`src/rtl/fetch_pc_gen.sv`:
```
// fetch_pc_gen: fetch program-counter generator with I-cache valid/ready request,
// trap/branch redirect arbitration, stalled-redirect latching and halt on all-zero instruction.
`default_nettype none

module fetch_pc_gen #(
  parameter int              XLEN       = 32,
  parameter logic [XLEN-1:0] RESET_VEC  = '0,
  parameter int              INST_BYTES = 4,
  parameter int              CNT_W      = 16
) (
  input  logic             clk,
  input  logic             rst,
  input  logic [31:0]      inst_in,
  input  logic             inst_valid,
  input  logic             req_ready,
  input  logic             stall,
  input  logic             br_valid,
  input  logic [XLEN-1:0]  br_target,
  input  logic             trap_valid,
  input  logic [XLEN-1:0]  trap_vec,
  output logic [XLEN-1:0]  pc_out,
  output logic             req_valid,
  output logic             redirect,
  output logic             halted,
  output logic [CNT_W-1:0] fetch_cnt
);

  typedef enum logic [1:0] {
    S_BOOT = 2'd0,
    S_RUN  = 2'd1,
    S_HALT = 2'd2
  } state_t;

  state_t          state;
  logic            pend_valid;
  logic            pend_trap;
  logic [XLEN-1:0] pend_pc;

  logic            fire;
  logic            new_redir;
  logic            has_redir;
  logic            take;
  logic            halt_req;
  logic            sel_is_trap;
  logic [XLEN-1:0] sel;

  assign req_valid = (state == S_RUN) && !stall;
  assign halted    = (state == S_HALT);
  assign fire      = req_valid && req_ready;
  assign new_redir = trap_valid || br_valid;
  assign has_redir = new_redir || pend_valid;
  assign take      = has_redir && (fire || !req_valid);
  assign halt_req  = inst_valid && (inst_in == 32'd0);

  // A latched trap outranks a fresh branch, so a branch can never displace it.
  always_comb begin
    sel         = pend_pc;
    sel_is_trap = 1'b0;
    if (trap_valid) begin
      sel         = trap_vec;
      sel_is_trap = 1'b1;
    end else if (pend_valid && pend_trap) begin
      sel         = pend_pc;
      sel_is_trap = 1'b1;
    end else if (br_valid) begin
      sel         = br_target;
      sel_is_trap = 1'b0;
    end
  end

  always_ff @(posedge clk or posedge rst) begin
    if (rst) begin
      state      <= S_BOOT;
      pc_out     <= RESET_VEC;
      redirect   <= 1'b0;
      fetch_cnt  <= '0;
      pend_valid <= 1'b0;
      pend_trap  <= 1'b0;
      pend_pc    <= '0;
    end else begin
      redirect <= 1'b0;
      if (fire && (fetch_cnt != {CNT_W{1'b1}})) begin
        fetch_cnt <= fetch_cnt + CNT_W'(1);
      end

      case (state)
        S_BOOT: begin
          state <= S_RUN;
          if (new_redir) begin
            pend_valid <= 1'b1;
            pend_trap  <= sel_is_trap;
            pend_pc    <= sel;
          end
        end

        S_RUN: begin
          if (take) begin
            pc_out     <= sel;
            redirect   <= 1'b1;
            pend_valid <= 1'b0;
            pend_trap  <= 1'b0;
          end else if (has_redir) begin
            // Request outstanding and not accepted: the address must stay put.
            pend_valid <= 1'b1;
            pend_trap  <= sel_is_trap;
            pend_pc    <= sel;
          end else if (halt_req) begin
            state <= S_HALT;
          end else if (fire) begin
            pc_out <= pc_out + XLEN'(INST_BYTES);
          end
        end

        S_HALT: begin
          if (new_redir) begin
            pc_out     <= sel;
            redirect   <= 1'b1;
            state      <= S_RUN;
            pend_valid <= 1'b0;
            pend_trap  <= 1'b0;
          end
        end

        default: state <= S_BOOT;
      endcase
    end
  end

endmodule

`default_nettype wire

```
`config.mk`:
```
export PLATFORM = sky130hd
export DESIGN_NAME = fetch_pc_gen
export DESIGN_NICKNAME = d
export VERILOG_FILES = /design/src/rtl/fetch_pc_gen.sv
export SDC_FILE = /design/constraint.sdc
export NUM_CORES = 1
export LEC_CHECK = 0
export CAP_MARGIN = 15
export CORE_ASPECT_RATIO = 0.8
export CORE_MARGIN = 2
export CORE_UTILIZATION = 47
export DETAILED_ROUTE_END_ITERATION = 6
export MAX_ROUTING_LAYER = met4
export PLACE_DENSITY = 0.8
export RECOVER_POWER = 50
export SETUP_SLACK_MARGIN = 0.2
export SYNTH_ARGS = -nofsm -noshare
export SYNTH_HDL_FRONTEND = slang
export SYNTH_SLANG_ARGS = --single-unit
```
`constraint.sdc`:
```
create_clock -name clk -period 7.8 [get_ports clk]
set_input_delay 2.34 -clock clk [delete_from_list [all_inputs] [get_ports clk]]
set_output_delay 2.34 -clock clk [all_outputs]
set_load 0.01 [all_outputs]
```
==> flow_metrics.tcl, run 1 <==
set metrics [dict create \
    syn_area_um2 5145 \
    core_um2 10760 \
    worstMarginPinSlew_ns 2.785 \
    cts_buffers 9 \
    p_total_mw 1.635 \
    vias 5180 \
    yosys_most_used_dff "dfrtp_1" \
    yosysTopAreaCellShare_pct 41.34 \
    setup_slack_ns 1.464 \
    drt_iter0_drc 383 \
    routed_wl_um 15780 \
    port_buffers 153 \
    setup.worst_path.class "primary input to flop" \
    crit_path_end_kind "flop" \
    area_growth_pct 38.59 \
    io_pins 154 \
    synthDistinctLibCells 51 \
    grt_first_pass_wirelength_um 25660 \
    finalMaxSlewViolations 107 \
    clock_latency_ns 0.35 \
    final-setup-viol-count 0 \
    cts_tree "yes" \
    violations "capacitance limit, slew limit" \
    drc 0 \
    period_needed_ns 6.336 \
    grt_overflow 0 \
    cp_max_fo 73 \
    die_h_um 97.58 \
    fp.dieW_um 121.0 \
    final_core_util_pct 66.25 \
    holdBufCountCts 0 \
    start_kind "primary input" \
    crit_arrival_ns 6.55 \
    leakage_nw 3.032 \
    slew_headroom_pct -85.70 \
    max_cap_viol_count 2 \
    synthArstFlopShare_pct 100.0 \
    fin_tns_setup_ns 0 \
    synth_top_cell_by_area "dfrtp_1" \
    ir_worst_vdd_uv 190.4 \
    wl_per_cell_um 18.08 \
    clockRootBuffer "clkbuf_16" \
    rsz0062_at_grt "false" \
    htreeDepth 3 \
    min_period_over_period_pct 81.24 \
    ys_ff_latch 85 \
    routed_via_density 5.934 \
    place_ws_ns 1.899 \
    synth_edf_count 0 \
    finalHoldViolCount 0 \
    dpl.hpwl_um 10980 \
    fin_skew_ns 0.005857 \
    path_clk_slew_ns 0.06 \
    grt_pass1_vias 5113 \
    antennaDiodeCount 0 \
    initial_core_util_pct 47.80 \
    antenna_found_initial 0 \
    synth_area_leaders "dfrtp_1, nand2_1, mux2i_1" \
    synth_seq_area_share_pct 41.34 \
    rows 34 \
    status "finished with violations" \
    clk_path_buf_depth 2 \
    cp.required_ns 8.02 \
    ys_warn_count 0 \
    power.density_nw_per_um2 229.3 \
    postCtsSetupBuffers 0 \
    syn_inst 590 \
    grt_usage_pct 28.02 \
    grt_start_max_net_pins 86 \
    nets 834 \
    ant_nets 0 \
    fmax_mhz 157.8 \
    layout_common_cells "clkdlybuf4s50_1, nand2_1, dfrtp_1, o21ai_0, mux2i_1" \
    die_area_um2 11800 \
    final_common_cell "clkdlybuf4s50_1" \
    firstDrtPassIters 7 \
    clock_sinks 85 \
    hp-class "flop to flop" \
    drive_gt1_share_pct 6.584 \
    gp_congestion 0.9007 \
    cts-resized-gates 0 \
    avgSynthCellArea_um2 8.720 \
    syn-num-nets 700 \
]
-- final timing paths --
kind	from	end	slack (ns)	cells after the start
max reg2reg	pend_valid	pc_out[12]	4.84	7
min reg2reg	pend_pc[5]	pend_pc[5]	0.47	2
min in group asynchronous	rst	fetch_cnt[5]	3.17	3
max in group asynchronous	rst	pc_out[21]	3.50	3
min	pend_pc[5]	pend_pc[5]	0.47	2
max	trap_valid	pc_out[12]	1.46	9
-- worst max-delay path: stages --
cell	delay, ns
buf_2	0.08
clkbuf_1	1.96
nor2_1	0.37
o21ai_0	0.21
nand3_1	0.10
buf_4	0.26
nor2_1	0.77
buf_4	0.35
a2bb2oi_1	0.09
-- through the flow --
| stage | instances | hold slack [ns] | cell area, µm² |
|---|---|---|---|
| 3_5_place_dp | 856 | 0.4549 | 6794 |
| 3_3_place_gp | 855 | 0.4477 | 6766 |
| 2_1_floorplan | 590 | 0.4380 | 5145 |
| 4_1_cts | 872 | 0.4692 | 7111 |
| 5_1_grt | 873 | 0.4804 | 7131 |
| 6_report | 873 | 0.4656 | 7131 |
-- power by group --
group	internal [mW]	switching [mW]
clock	0.280	0.182
combinational	0.280	0.227
sequential	0.548	0.118
total	1.11	0.527
-- flip-flops by register name, indices dropped and copies added, names as in the netlist --
register / cells
pc_out: 32
pend_valid: 1
fetch_cnt: 16
redirect: 1
pend_trap: 1
pend_pc: 32
state: 2
-- cells by family after synthesis --
family / Yosys count / synth area share (%)
flops: 85 / 41.34
compound gates: 142 / 18.46
xor+xnor: 15 / 2.554
simple gates: 247 / 22.74
mux: 46 / 9.314
fa+ha+maj: 7 / 1.702
buf+inv: 48 / 3.891
-- final cells by class --
class | count | area [µm²]
clock buffer | 10 | 229.0
clock inverter | 6 | 87.58
fill | 868 | 3632
inverter | 8 | 31.28
multi-input combinational | 457 | 2841
sequential | 85 | 2127
tap | 144 | 180.2
timing repair buffer | 163 | 1634
-- cell usage after synthesis, types with 3 or more instances --
library cell and number:
a211oi_1 3, a21oi_1 7, a2bb2oi_1 26, a31oi_1 16, a41oi_1 5, and2_1 6, and3_1 7, and4_1 4
buf_2 13, clkbuf_1 25, dfrtp_1 85, ha_1 7, inv_1 8, mux2_2 13, mux2i_1 31, nand2_1 121
nand2b_1 3, nand3_1 22, nand4_1 12, nor2_1 21, nor2b_1 4, nor3_1 27, nor4_1 10, o211ai_1 5
o21ai_0 48, o22ai_1 15, o31ai_1 4, xnor2_1 9, xor2_1 6
-- metal layers --
| layer | vias up | routed length [µm] | global-route usage, % |
|---|---|---|---|
| li1 | 2427 | - | - |
| met1 | 2496 | 6957 | 36.76 |
| met2 | 232 | 7437 | 43.82 |
| met3 | 25 | 1163 | 7.277 |
| met4 | 0 | 225 | 6.082 |
| met5 | - | 0 | - |
Note: power is estimated with default switching activity, not from simulation.
==> run 2: changes to the inputs <==
clock period = 6.4 ns   (was 7.8 ns; I/O delays follow)
==> flow_metrics.tcl, run 2 (synthesis results as in run 1) <==
set metrics [dict create \
    status "finished with violations" \
    violations "capacitance limit, slew limit" \
    initial_core_util_pct 47.80 \
    core_um2 10760 \
    p_switching_mw 0.6448 \
    path_clk_slew_ns 0.06 \
    combPwrFrac_pct 32.1 \
    power.density_nw_per_um2 271.0 \
    holdBufCountCts 0 \
    rsz0062_at_grt "false" \
    top_regs "pc_out x32, pend_pc x32, fetch_cnt x16" \
    drc 0 \
    cts-resized-gates 0 \
    crit_path_end_kind "output port" \
    clock_latency_ns 0.34 \
    antenna_found_initial 0 \
    setup.worst_path.class "primary input to output port" \
    clk_path_buf_depth 2 \
    routed_via_density 6.033 \
    worstMarginPinSlew_ns 2.211 \
    grt_usage_pct 27.78 \
    firstDrtPassIters 5 \
    die_h_um 97.58 \
    use_met2_pct 42.39 \
    wl_per_cell_um 17.91 \
    grt_start_max_net_pins 73 \
    htreeDepth 3 \
    fin_tns_setup_ns 0 \
    fp.dieW_um 121.0 \
    finalHoldViolCount 0 \
    cpMaxStageDelayCell "dlygate4sd3_1" \
    layout_common_cells "clkdlybuf4s50_1, nand2_1, dfrtp_1, o21ai_0, mux2i_1" \
    grt_pass1_vias 5096 \
    fmax_mhz 192.7 \
    nets 834 \
    path_cells "dlygate4sd3_1 > nor2b_1 > clkdlybuf4s50_1" \
    routed_wl_um 15630 \
    min_period_over_period_pct 81.10 \
    dpl.hpwl_um 11150 \
    max_cap_viol_count 1 \
    grt_first_pass_wirelength_um 25810 \
    drive_gt1_share_pct 6.722 \
    cp.required_ns 4.48 \
    final_core_util_pct 65.52 \
    postCtsSetupBuffers 0 \
    top_usage_layer "met2" \
    p_seq_share_pct 42.7 \
    ir_worst_vdd_uv 156.7 \
    io_pins 154 \
    switching_share_pct 33.75 \
    clockRootBuffer "clkbuf_16" \
    fin_skew_ns 0.008089 \
    cts_buffers 9 \
    period_needed_ns 5.190 \
    start_kind "primary input" \
    drt_iter0_drc 561 \
    area_growth_pct 37.06 \
    rows 34 \
    cts_tree "yes" \
    p_int_mw 1.266 \
    slew_headroom_pct -48.22 \
    place_ws_ns 1.335 \
    hp-class "flop to flop" \
    antennaDiodeCount 0 \
    crit_arrival_ns 3.27 \
    setup_slack_ns 1.210 \
    die_area_um2 11800 \
    final_common_cell "clkdlybuf4s50_1" \
    cp_max_fo 4 \
    port_buffers 153 \
    clock_sinks 85 \
    grt_overflow 0 \
    p_clk_share_pct 25.3 \
    ant_nets 0 \
    finalMaxSlewViolations 50 \
    critical-path-max-stage-delay_ns 0.61 \
    vias 5267 \
    gp_congestion 0.9189 \
    leakage_nw 2.996 \
    use_met1_pct 38.36 \
    final-setup-viol-count 0 \
    met3_usage_pct 5.634 \
]
-- run 2: changes by cell type in the layout (fill, tap and decap cells not counted) --
cell	change
clkinvlp_4	+2
dlygate4sd3_1	+5
buf_4	+4
bufinv_16	-2
clkbuf_1	-1
clkinv_2	-1
buf_16	-2
clkdlybuf4s50_1	-5
-- run 2: area by class of cell --
class | count | area, µm²
Fill cell | 889 | 3711
Timing Repair Buffer | 163 | 1602
Inverter | 8 | 31.28
Clock buffer | 11 | 232.7
Tap cell | 144 | 180.2
Clock inverter | 5 | 37.54
Sequential cell | 85 | 2127
Multi-Input combinational cell | 457 | 2841
-- run 2: worst paths after layout --
| check | cells after the start | slack (ns) | endpoint | start |
|---|---|---|---|---|
| max in group asynchronous | 3 | 2.46 | pend_pc[10] | rst |
| max | 3 | 1.21 | req_valid | stall |
| min | 2 | 0.47 | pend_pc[0] | pend_pc[0] |
| min reg2reg | 2 | 0.47 | pend_pc[0] | pend_pc[0] |
| max reg2reg | 8 | 3.24 | pc_out[31] | state[1] |
| min in group asynchronous | 2 | 2.63 | fetch_cnt[4] | rst |
-- run 2: metal layers --
| layer | wire (µm) | up-vias |
|---|---|---|
| li1 | - | 2428 |
| met1 | 6852 | 2549 |
| met2 | 7274 | 273 |
| met3 | 1324 | 17 |
| met4 | 182 | 0 |
| met5 | 0 | - |
-- run 2: stage by stage --
| step | cells | total power [mW] | hold WS [ns] | instance area [µm²] |
|---|---|---|---|---|
| finish | 873 | 1.911 | 0.4674 | 7052 |
| global route | 873 | 2.008 | 0.4964 | 7052 |
| CTS | 873 | 1.918 | 0.4685 | 7052 |
| detailed placement | 857 | 1.435 | 0.4561 | 6782 |
| global placement | 857 | 1.411 | 0.4492 | 6782 |
| floorplan | 590 | 1.112 | 0.4380 | 5145 |
-- run 2: worst max-delay path, delay by kind of cell --
family | cells | cell delay (ns)
simple gates | 1 | 0.18
buf+inv | 2 | 1.17
-- run 2: power groups by stage --
stage          Clock, mW  Sequential, mW  Combinational [mW]
6_report           0.483           0.815               0.613
5_1_grt            0.507           0.835               0.666
4_1_cts            0.483           0.811               0.624
3_5_place_dp           0           0.816               0.620
3_3_place_gp           0           0.811               0.600
2_1_floorplan          0           0.812               0.300
